`src/rtl/rtl_settings_pkg.sv`:
```
// Shared settings for the memory command issuer.
// Holds the default bus widths, the operation-mode enum, the issuer FSM
// state encoding and the bit positions of the CSR test-parameter fields,
// plus a helper that folds the raw 2-bit OP field onto the three real modes.
package rtl_settings_pkg;

  localparam int ADDR_W  = 25;
  localparam int DATA_W  = 64;
  localparam int BURST_W = 11;

  typedef enum logic [1:0] {
    WRITE_OP      = 2'd0,
    READ_OP       = 2'd1,
    WRITE_READ_OP = 2'd2
  } op_mode_t;

  // Plain vector plus constants keeps the encoding readable in legacy flows.
  typedef logic [2:0] issuer_state_t;
  localparam issuer_state_t ST_IDLE  = 3'd0;
  localparam issuer_state_t ST_LOAD  = 3'd1;
  localparam issuer_state_t ST_WRITE = 3'd2;
  localparam issuer_state_t ST_READ  = 3'd3;
  localparam issuer_state_t ST_DONE  = 3'd4;

  // CSR field locations: word index, lsb, width.
  localparam int CSR_N_WORD  = 0;
  localparam int CSR_N_LSB   = 0;
  localparam int CSR_N_W     = 16;
  localparam int CSR_L_WORD  = 1;
  localparam int CSR_L_LSB   = 0;
  localparam int CSR_L_W     = 8;
  localparam int CSR_OP_WORD = 1;
  localparam int CSR_OP_LSB  = 9;
  localparam int CSR_OP_W    = 2;
  localparam int CSR_P_WORD  = 1;
  localparam int CSR_P_LSB   = 16;
  localparam int CSR_P_W     = 8;

  // Raw encoding 3 is reserved and behaves like a plain read.
  function automatic op_mode_t decode_op(input logic [CSR_OP_W-1:0] raw);
    case (raw)
      2'd0:    return WRITE_OP;
      2'd2:    return WRITE_READ_OP;
      default: return READ_OP;
    endcase
  endfunction

endpackage

```
`src/rtl/mem_cmd_issuer.sv`:
```
// Memory command issuer.
// Takes each address from the address generator and issues an Avalon-MM
// write burst, a read burst command, or a write burst followed by a read,
// then pulses next_addr_en_o to advance the generator. Counts transactions
// and pulses test_done_o when the programmed count is exhausted.
//
// Ports:
//   clk_i, rst_i        clock, synchronous active-high reset
//   start_test_i        one-cycle start pulse (honoured only when idle)
//   test_param_i        CSR words: N (count), L (burst len), OP, P (seed)
//   next_addr_i         current address from the address generator
//   next_addr_en_o      one-cycle advance pulse, on the accepting edge
//   amm_*               Avalon-MM master command side
//   busy_o              high from start until the cycle after DONE
//   test_done_o         one-cycle pulse while in DONE
//
// Avalon handshake: a command is presented while amm_write_o or amm_read_o
// is high; it is accepted on a clock edge where amm_waitrequest_i is low.
// All command outputs are held unchanged while waitrequest is high.
module mem_cmd_issuer #(
  parameter int ADDR_W  = rtl_settings_pkg::ADDR_W,
  parameter int DATA_W  = rtl_settings_pkg::DATA_W,
  parameter int BURST_W = rtl_settings_pkg::BURST_W
) (
  input  logic                 clk_i,
  input  logic                 rst_i,
  input  logic                 start_test_i,
  input  logic [2:0][31:0]     test_param_i,
  input  logic [ADDR_W-1:0]    next_addr_i,
  output logic                 next_addr_en_o,
  output logic [ADDR_W-1:0]    amm_address_o,
  output logic                 amm_write_o,
  output logic                 amm_read_o,
  output logic [DATA_W-1:0]    amm_writedata_o,
  output logic [BURST_W-1:0]   amm_burstcount_o,
  input  logic                 amm_waitrequest_i,
  output logic                 busy_o,
  output logic                 test_done_o
);
  import rtl_settings_pkg::*;

  issuer_state_t        state_q, state_d;
  logic [CSR_N_W-1:0]   trans_q, trans_d;
  logic [CSR_L_W-1:0]   len_q, len_d;
  logic [CSR_L_W-1:0]   beat_q, beat_d;
  logic [CSR_P_W-1:0]   pat_q, pat_d;
  op_mode_t             op_q, op_d;
  logic [ADDR_W-1:0]    cmd_addr_q, cmd_addr_d;

  logic [CSR_N_W-1:0]   csr_n;
  logic [CSR_L_W-1:0]   csr_l;
  logic [CSR_OP_W-1:0]  csr_op;
  logic [CSR_P_W-1:0]   csr_p;
  logic                 cmd_active;
  logic                 accept;
  logic                 last_beat;
  logic                 txn_done;
  logic [7:0]           data_byte;
  logic                 unused_params;

  assign csr_n  = test_param_i[CSR_N_WORD][CSR_N_LSB +: CSR_N_W];
  assign csr_l  = test_param_i[CSR_L_WORD][CSR_L_LSB +: CSR_L_W];
  assign csr_op = test_param_i[CSR_OP_WORD][CSR_OP_LSB +: CSR_OP_W];
  assign csr_p  = test_param_i[CSR_P_WORD][CSR_P_LSB +: CSR_P_W];

  // Reserved CSR bits are deliberately ignored.
  assign unused_params = ^{test_param_i[2], test_param_i[0][31:16],
                           test_param_i[1][31:24], test_param_i[1][15:11],
                           test_param_i[1][8]};

  assign amm_write_o = (state_q == ST_WRITE);
  assign amm_read_o  = (state_q == ST_READ);
  assign cmd_active  = amm_write_o | amm_read_o;
  assign accept      = cmd_active & ~amm_waitrequest_i;
  assign last_beat   = (beat_q == len_q - 8'd1);
  assign data_byte   = pat_q + beat_q;  // wraps mod 256

  always_comb begin
    state_d    = state_q;
    trans_d    = trans_q;
    len_d      = len_q;
    beat_d     = beat_q;
    pat_d      = pat_q;
    op_d       = op_q;
    cmd_addr_d = cmd_addr_q;
    txn_done   = 1'b0;
    case (state_q)
      ST_IDLE: begin
        if (start_test_i) begin
          trans_d = csr_n;
          len_d   = (csr_l == '0) ? 8'd1 : csr_l;
          op_d    = decode_op(csr_op);
          pat_d   = csr_p;
          state_d = (csr_n != '0) ? ST_LOAD : ST_DONE;
        end
      end
      ST_LOAD: begin
        // The generator has had one cycle to settle after the last advance.
        cmd_addr_d = next_addr_i;
        beat_d     = '0;
        state_d    = (op_q == READ_OP) ? ST_READ : ST_WRITE;
      end
      ST_WRITE: begin
        if (accept) begin
          beat_d = beat_q + 8'd1;
          if (last_beat) begin
            if (op_q == WRITE_READ_OP) state_d = ST_READ;
            else                       txn_done = 1'b1;
          end
        end
      end
      ST_READ: begin
        if (accept) txn_done = 1'b1;
      end
      ST_DONE: state_d = ST_IDLE;
      default: state_d = ST_IDLE;
    endcase
    if (txn_done) begin
      trans_d = trans_q - 1'b1;
      state_d = (trans_q == 16'd1) ? ST_DONE : ST_LOAD;
    end
  end

  always_ff @(posedge clk_i) begin
    if (rst_i) begin
      state_q    <= ST_IDLE;
      trans_q    <= '0;
      len_q      <= '0;
      beat_q     <= '0;
      pat_q      <= '0;
      op_q       <= WRITE_OP;
      cmd_addr_q <= '0;
    end else begin
      state_q    <= state_d;
      trans_q    <= trans_d;
      len_q      <= len_d;
      beat_q     <= beat_d;
      pat_q      <= pat_d;
      op_q       <= op_d;
      cmd_addr_q <= cmd_addr_d;
    end
  end

  // Command fields are forced to zero whenever no command is presented.
  assign amm_address_o    = cmd_active ? cmd_addr_q : '0;
  assign amm_burstcount_o = cmd_active ? BURST_W'(len_q) : '0;
  assign amm_writedata_o  = amm_write_o ? {(DATA_W/8){data_byte}} : '0;
  assign next_addr_en_o   = txn_done;
  assign busy_o           = (state_q != ST_IDLE);
  assign test_done_o      = (state_q == ST_DONE);

endmodule

```
`config.mk`:
```
export PLATFORM = sky130hd
export DESIGN_NAME = mem_cmd_issuer
export DESIGN_NICKNAME = d
export VERILOG_FILES = /design/src/rtl/rtl_settings_pkg.sv /design/src/rtl/mem_cmd_issuer.sv
export SDC_FILE = /design/constraint.sdc
export NUM_CORES = 1
export LEC_CHECK = 0
export CAP_MARGIN = 10
export CORE_MARGIN = 3
export CORE_UTILIZATION = 35
export CTS_BUF_LIST = sky130_fd_sc_hd__clkbuf_4
export CTS_CLUSTER_DIAMETER = 30
export DETAILED_ROUTE_END_ITERATION = 12
export GPL_TIMING_DRIVEN = 0
export PLACE_DENSITY = 0.7
export SYNTH_ARGS = -nofsm -noshare
export SYNTH_HDL_FRONTEND = slang
export SYNTH_SLANG_ARGS = --single-unit
```
`constraint.sdc`:
```
create_clock -name clk_i -period 5.7 [get_ports clk_i]
set_clock_uncertainty 0.15 [all_clocks]
set_input_delay 0.57 -clock clk_i [delete_from_list [all_inputs] [get_ports clk_i]]
set_output_delay 0.57 -clock clk_i [all_outputs]
set_load 0.05 [all_outputs]
```
==> impl_results.md <==
- CTS Buffer Depth: 2
- TritonCTS buffer count: 9
- Worst vdd ir: 0.191 mV
- CP max stage delay: 0.84 ns
- Max-cap check violation count: 0
- Fin worst setup slack: 1.32 ns
- Core box area: 0.0117 sq mm
- Vias in the first global route: approximately 4,300
- TritonCTS clock tree: yes
- Starting DRT DRC Count: 289
- Nets: 881
- Tcrit/Tclk final: 76.9%
- Met2 usage: 32.0%
- Cells along the critical path: inv_1, ha_1, and2_4, o21a_1, o31a_1, nor4_4, a31oi_2, inv_1, buf_2, clkdlybuf4s50_1
- Max Clock Freq: around 230 MHz
- Busiest layer in global routing: met2
- Share of layout cells above drive strength 1: 11.7%
- Remaining antenna violation count: 0
- GRT met3 Usage: 1.40%
- PortBufs: roughly 160
- Register bit total from synthesis: 70
- Post-place setup slack: 1.79 ns
- DIE AREA: 0.0136 sq mm
- Post-CTS Hold Buffers: 0
- Tmin final: 4.38 ns
- Via/cell ratio: 5.06
- Antenna violations before repair: 1
- H-tree depth: 3
- CP Max Fanout: 10
- Post-synthesis sequential area ratio: 32.8%
- Tot Pwr: about 1.8 mW
- Finished Cell Area: about 0.0063 sq mm
- Startpoint types: flop
- Number of synthesis warnings: 0
- Hold Violations, Final: 0
- DRT Pass-1 Iters: 5
- Critical path arrival: roughly 3.7 ns
- Static Leak: 2.45 nW
- Worst-Skew Late Latency: 0.42 ns
- DP Area: 0.00608 sq mm
- Gr usage total: 18.4%
- RSZ-0062 raised after global routing: false
- Final setup vio count: 0
- CTS root buffer: clkbuf_4
- Postcts setup bufs: 0
- Die X: 116 um
- Worst EP required: 4.98 ns
- Power Density: 281 mW/mm^2
- Starting Density: a little over a third
- Area Growth Syn to Fin: 46.5%
- DRC: 0
- Ys async rst share: 0%
- Crit Path Class: reg -> out
- Synth Cell Area: 0.00427 sq mm
- CTS-repair resized insts: 0
- Cell variety after synth: slightly above 50
- Clk sink count: 70
- Row count: 39
- Synth Flop Type: dfxtp_1
- Vias: 4,522
- Cell repeated most along the worst path: inv_1
- Setup TNS: 0 ns
- Endpoint class of the critical path: output port
- Layout fillers: 1,118
- Final wirelength: around 13,000 um
- RD Place Congestion: 0.873
- Die Y: 116 um
- Gr ovfl total: 0
- Largest net degree at the start of global routing: 14
- Routed len/inst: around 14 um
- Tightest Pin Transition: 0.749 ns
- Clock transition at path regs: 0.12 ns
- Hold Path Class: reg -> reg
- Avg Cell Area, Syn: 7.51 sq um
- Fin. max-slew vios: 0
- Status: completed
- First-pass GRT wire length: ~20,000 um
- Ports: 230
- DPL Wire Length: 10,200 um
- Max stage delay cell, worst path: clkdlybuf4s50_1
- EDFF count, synth: 0
- Syn Inst Count: 568
- Grt met1 use: between 20% and 30%
- Relative slew margins: 49.9%
-- per-stage QoR --
step	utilization (%)	hold WS, ns	instances
3_5_place_dp	52.2	0.295	876
3_3_place_gp	52.2	0.288	876
5_1_grt	53.6	0.333	893
6_report	53.6	0.312	893
2_1_floorplan	-	0.282	570
4_1_cts	53.6	0.314	892
-- cells in the final DEF (no fill, tap or decap), types with 4 or more instances in the layout --
cell,count
clkdlybuf4s50_1,163
nand2_1,110
dfxtp_1,70
a21oi_1,62
buf_4,59
and2_1,39
nor2_1,34
clkbuf_1,24
a31oi_1,12
inv_1,11
ha_1,11
nor3_1,10
xnor2_1,9
nand4_1,9
clkbuf_4,9
xor2_1,8
nand3_1,8
nor4_1,8
o21ai_0,6
o211ai_1,6
o21bai_1,5
a211oi_1,5
nor2b_1,4
nand2b_1,4
buf_2,4
and3_1,4
nand3b_1,4
or4_1,4
-- cells in the mapped netlist, types with 4 or more instances --
cell type,number,share of area [%]
o211ai_1,6,1.1
o21ai_0,6,0.70
nand3_1,8,0.94
nor3_1,10,1.2
a21oi_1,62,7.3
a31oi_1,12,1.8
nor2b_1,4,0.59
nand4_1,9,1.3
and3_1,4,0.59
nor2_1,34,3.0
clkbuf_1,24,2.1
nand2b_1,4,0.59
inv_1,11,0.97
and2_1,39,5.7
a211oi_1,5,0.88
dfxtp_1,70,33
nor4_1,8,1.2
buf_2,4,0.47
o21bai_1,5,0.88
or4_1,4,0.70
buf_4,59,10
xnor2_1,9,1.8
ha_1,11,3.2
nand2_1,110,9.7
xor2_1,8,1.6
nand3b_1,4,0.70
-- report_power, final --
part / switching (mW) / internal (mW) / leakage (nW)
Clock: 0.193 / 0.179 / 0.0825
Combinational: 0.497 / 0.275 / 1.79
Sequential: 0.0534 / 0.560 / 0.572
Total: 0.743 / 1.01 / 2.45
-- worst max-delay path, delay by kind of cell (launching register included) --
| kind | cells | cell delay (ns) |
|---|---|---|
| buf+inv | 4 | 1.33 |
| simple gates | 2 | 0.51 |
| flops | 1 | 0.44 |
| compound gates | 3 | 0.69 |
| fa+ha+maj | 1 | 0.29 |
-- cell families after synthesis --
group | count (synthesis) | share of synthesized area [%]
AOI/OAI and AO/OA | 118 | 17.0
xor gates and xnor gates | 17 | 3.49
adders and majority gates | 12 | 3.69
buffers and inverters | 100 | 14.1
DFF | 70 | 32.8
other | 1 | 0.0879
and+or+nand+nor | 250 | 28.7
-- sequential cells by signal (all words and copies together), names as in the netlist --
signal,count
cmd_addr_q,25
trans_q,16
beat_q,8
len_q,8
pat_q,8
state_q,3
op_q,2
-- metal layers --
layer	up-vias	routed length (um)
li1	2238	-
met1	2054	5440
met2	205	6260
met3	25	864
met4	0	303
met5	-	0
-- layout make-up --
class / instances / area, sq um / share of cell area, %
multi-input cells: 400 / 2270 / 36.3
repair buffers: 163 / 1630 / 26.1
flip-flops and latches: 70 / 1400 / 22.4
plain buffers: 89 / 561 / 8.97
well taps: 143 / 179 / 2.86
clock inverters: 7 / 97.6 / 1.56
clock buffers: 9 / 67.6 / 1.08
inverters: 11 / 41.3 / 0.660
diodes: 1 / 2.50 / 0.0400
-- path summary, 6_finish.rpt --
path | from | end | slack [ns] | cells after the start
worst max-delay path | len_q[0] | next_addr_en_o | 1.32 | 10
worst min-delay path | cmd_addr_q[20] | cmd_addr_q[20] | 0.31 | 2
worst max register to register | len_q[0] | trans_q[8] | 2.64 | 10
worst min register to register | cmd_addr_q[20] | cmd_addr_q[20] | 0.31 | 2
Note: power is estimated with default switching activity, not from simulation.
==> RTL change 1 (config.mk and constraints unchanged) <==
The 3 values of `op_mode_t` get a one-hot encoding in 3 bits.
--- a/src/rtl/rtl_settings_pkg.sv
+++ b/src/rtl/rtl_settings_pkg.sv
@@ -10,6 +10,6 @@
 
-  typedef enum logic [1:0] {
-    WRITE_OP      = 2'd0,
-    READ_OP       = 2'd1,
-    WRITE_READ_OP = 2'd2
+  typedef enum logic [2:0] {
+    WRITE_OP      = 3'b001,
+    READ_OP       = 3'b010,
+    WRITE_READ_OP = 3'b100
   } op_mode_t;
Behaviour: no difference found for any inputs over 4 cycles, from zero or initial values and one cycle with rst_i high; so few cycles prove little.
==> RTL change 1 against the unedited design <==
  * Power is 24% lower
  * Sequential cell count is 1 higher
  * Wire length is 0.65% lower
  * Area after synthesis is 1.1% higher
  * Setup slack worse by 0.0086 ns
  * Design area is 0.60% higher
  * Synthesized cell count is 0.35% higher
  * Critical endpoint unchanged
==> RTL change 1: results (changes against the unedited design) <==
[outcome]
status = finished, final reports clean  ; unchanged

[synth]
synthXorXnorAreaFrac_pct = 4.47  ; was 3.49%
avgSynthCellArea_sq_um = 7.57  ; was 7.51 sq um
synth.area.mux_share_pct = 1.71  ; was 0%
synth-compound-area-share_pct = 15.5  ; was 17.0%
synth_cell_types = 55  ; was 51
synth-adder-area-share_pct = 3.65  ; was 3.70%
synth_common_cells = 109 x nand2_1, 71 x dfxtp_1, 61 x buf_4  ; was 110 x nand2_1, 70 x dfxtp_1, 62 x a21oi_1

[route]
wl_met1_um = 5420  ; was 5440 um
dr.pass1.iters = 6  ; was 5
met2_length_um = 6250  ; was 6260 um
vias = 4476  ; was 4522
drt_first_iter_violations = 332  ; was 289

[grt]
gr-usage-met2_pct = 33.0  ; was 32.0%
grt_usage_pct = 18.5  ; was 18.4%
grt_pass1_wl_um = 20300  ; was 20200 um
first_global_vias = 4300  ; was 4273
use_met3_pct = 2.67  ; was 1.40%
grt_use_met1_pct = 22.4  ; was 23.4%
grt_max_degree = 13  ; was 14

[placement]
placed_area_sq_mm = 0.00613  ; was 0.00608 sq mm
gp_congestion = 0.869  ; was 0.873

[pwr]
peakVddDrop_v = 0.000143  ; was 0.000191 V
power.clock.fraction_pct = 26.3  ; was 21.2%
p_sw_uw = 463  ; was 743 uW
leakage_uw = 0.00246  ; was 0.00245 uW

[setup_path]
rr_worst_depth = 11  ; was 10
critPathMaxStageDelay_ns = 0.82  ; was 0.84 ns
rrSetupSlack_ns = 2.50  ; was 2.64 ns

[finish]
instances_no_fill = 895  ; was 893
nets = 883  ; was 881
final-seq-area_sq_mm = 0.00142  ; was 0.00140 sq mm

==> RTL change 1: cell types whose count changed after synthesis, moves of 3 or more <==
cell | before | now
a21oi_1 | 62 | 58
a31oi_1 | 12 | 8
a32oi_1 | 3 | 0
and2_1 | 39 | 34
mux2i_1 | 0 | 4
nand3_1 | 8 | 11
nand4_1 | 9 | 5
nor3_1 | 10 | 17
o211ai_1 | 6 | 2
xor2_1 | 8 | 11
==> RTL change 1: logic make-up after synthesis <==
| logic type | Yosys count |
|---|---|
| and+or+nand+nor | 250 |
| AOI/OAI and AO/OA | 107 |
| buffers and inverters | 100 |
| DFF | 71 |
| xor gates and xnor gates | 22 |
| adders and majority gates | 12 |
| muxes | 7 |
| other | 1 |
==> RTL change 1: layout make-up <==
type	count	share of cell area, %
Antenna cell	1	0.0398
Clock buffer	9	1.07
Tap cell	143	2.84
Sequential cell	71	22.6
Buffer	89	9.03
Inverter	11	0.656
Multi-Input combinational cell	401	36.4
Timing Repair Buffer	163	25.9
Clock inverter	7	1.39
==> RTL change 2 (same flow settings) <==
Without the edit above. Set the package constant `CSR_OP_W` to 4 (it was 2).
--- a/src/rtl/rtl_settings_pkg.sv
+++ b/src/rtl/rtl_settings_pkg.sv
@@ -33,3 +33,3 @@
   localparam int CSR_OP_LSB  = 9;
-  localparam int CSR_OP_W    = 2;
+  localparam int CSR_OP_W    = 4;
   localparam int CSR_P_WORD  = 1;
Behaviour: not the same (Yosys sat finds a counterexample within 4 cycles, from zero or initial values and one cycle with rst_i high).
==> RTL change 2 against the unedited design <==
  * Count of clock-buffer cells in the layout stayed put
  * Setup slack worse by 0.040 ns
  * Sequential power is 9.8% lower
  * Power is 27% lower
  * Sequential cell count stayed put
  * Non-clock buffer count is 4 higher
  * Design area is 1.4% higher
  * Wire length is 2.2% higher
  * Sequential share of layout area is 0.31 points lower
  * Area after synthesis is 1.5% higher
  * Global-route usage is 0.071 points higher
  * Largest power group is now registers
==> RTL change 2: results (changes against the unedited design) <==
[setup_path]
critPathCapture = amm_writedata_o[30]  ; was next_addr_en_o
rr_worst_depth = 9  ; was 10
rrSetupSlack_ns = 2.78  ; was 2.64 ns
crit_arrival_ns = 3.70  ; was 3.66 ns
r2r-end = trans_q[15]  ; was trans_q[8]
worstPathMaxFanout = 8  ; was 10

[pwr]
pg_comb_uw = 395  ; was 772 uW
p_sw_uw = 459  ; was 743 uW
finalPower_uw = 1270  ; was 1760 uW

[grt]
first_global_vias = 4218  ; was 4273
grt_pass1_wl_um = 20400  ; was 20200 um

[synth]
ys_top_cells_by_area = dfxtp_1 32%, buf_4 10%, nand2_1 8.8%  ; was dfxtp_1 33%, buf_4 10%, nand2_1 9.7%
synth_cell_types = 54  ; was 51
synth-seq-area-share_pct = 32.4  ; was 32.8%
synth_common_cells = 101 x nand2_1, 70 x dfxtp_1, 60 x a21oi_1  ; was 110 x nand2_1, 70 x dfxtp_1, 62 x a21oi_1
synth-compound-area-share_pct = 16.9  ; was 17.0%
synth-adder-area-share_pct = 3.64  ; was 3.70%

[placement]
io_buffers = 165  ; was 163
gp_congestion = 0.902  ; was 0.873

[route]
viasPerCell = 4.89  ; was 5.06
routed_wirelength_um = 13200  ; was 12900 um
dr.pass1.iters = 6  ; was 5

[outcome]
status = finished, final reports clean  ; unchanged

[min_path]
min_to = cmd_addr_q[8]  ; was cmd_addr_q[20]

[sta]
worst_hold_slack_ns = 0.308  ; was 0.312 ns

[finish]
nets = 891  ; was 881

[RTL change 2: cell count changes in the layout (fill, tap and decap cells not counted), moves of 3 or more]
cell      unedited run  this run
o21ai_0              6         9
clkbuf_1            24        29
a21o_1               2         6
a31oi_1             12         9
nand2_1            110       101
nor4_1               8        11
nor3_1              10        15
o21bai_1             5         1
and3_1               4         1
nand2b_1             4         7
nor3b_1              2         5
[RTL change 2: cell type report]
| class | instances | area, sq um |
|---|---|---|
| repair buffers | 165 | 1650 |
| clock inverters | 7 | 73.8 |
| multi-input cells | 406 | 2320 |
| flip-flops and latches | 70 | 1400 |
| well taps | 164 | 205 |
| inverters | 11 | 41.3 |
| fillers | 1138 | 5420 |
| plain buffers | 91 | 573 |
| clock buffers | 9 | 67.6 |
| diodes | 1 | 2.50 |
[RTL change 2: metal layers]
metal  vias to the layer above  routed length (um)
met5                         -                   0
met4                         0                 193
met3                        14                 878
met2                       182                6140
met1                      2032                5950
li1                       2291                   -
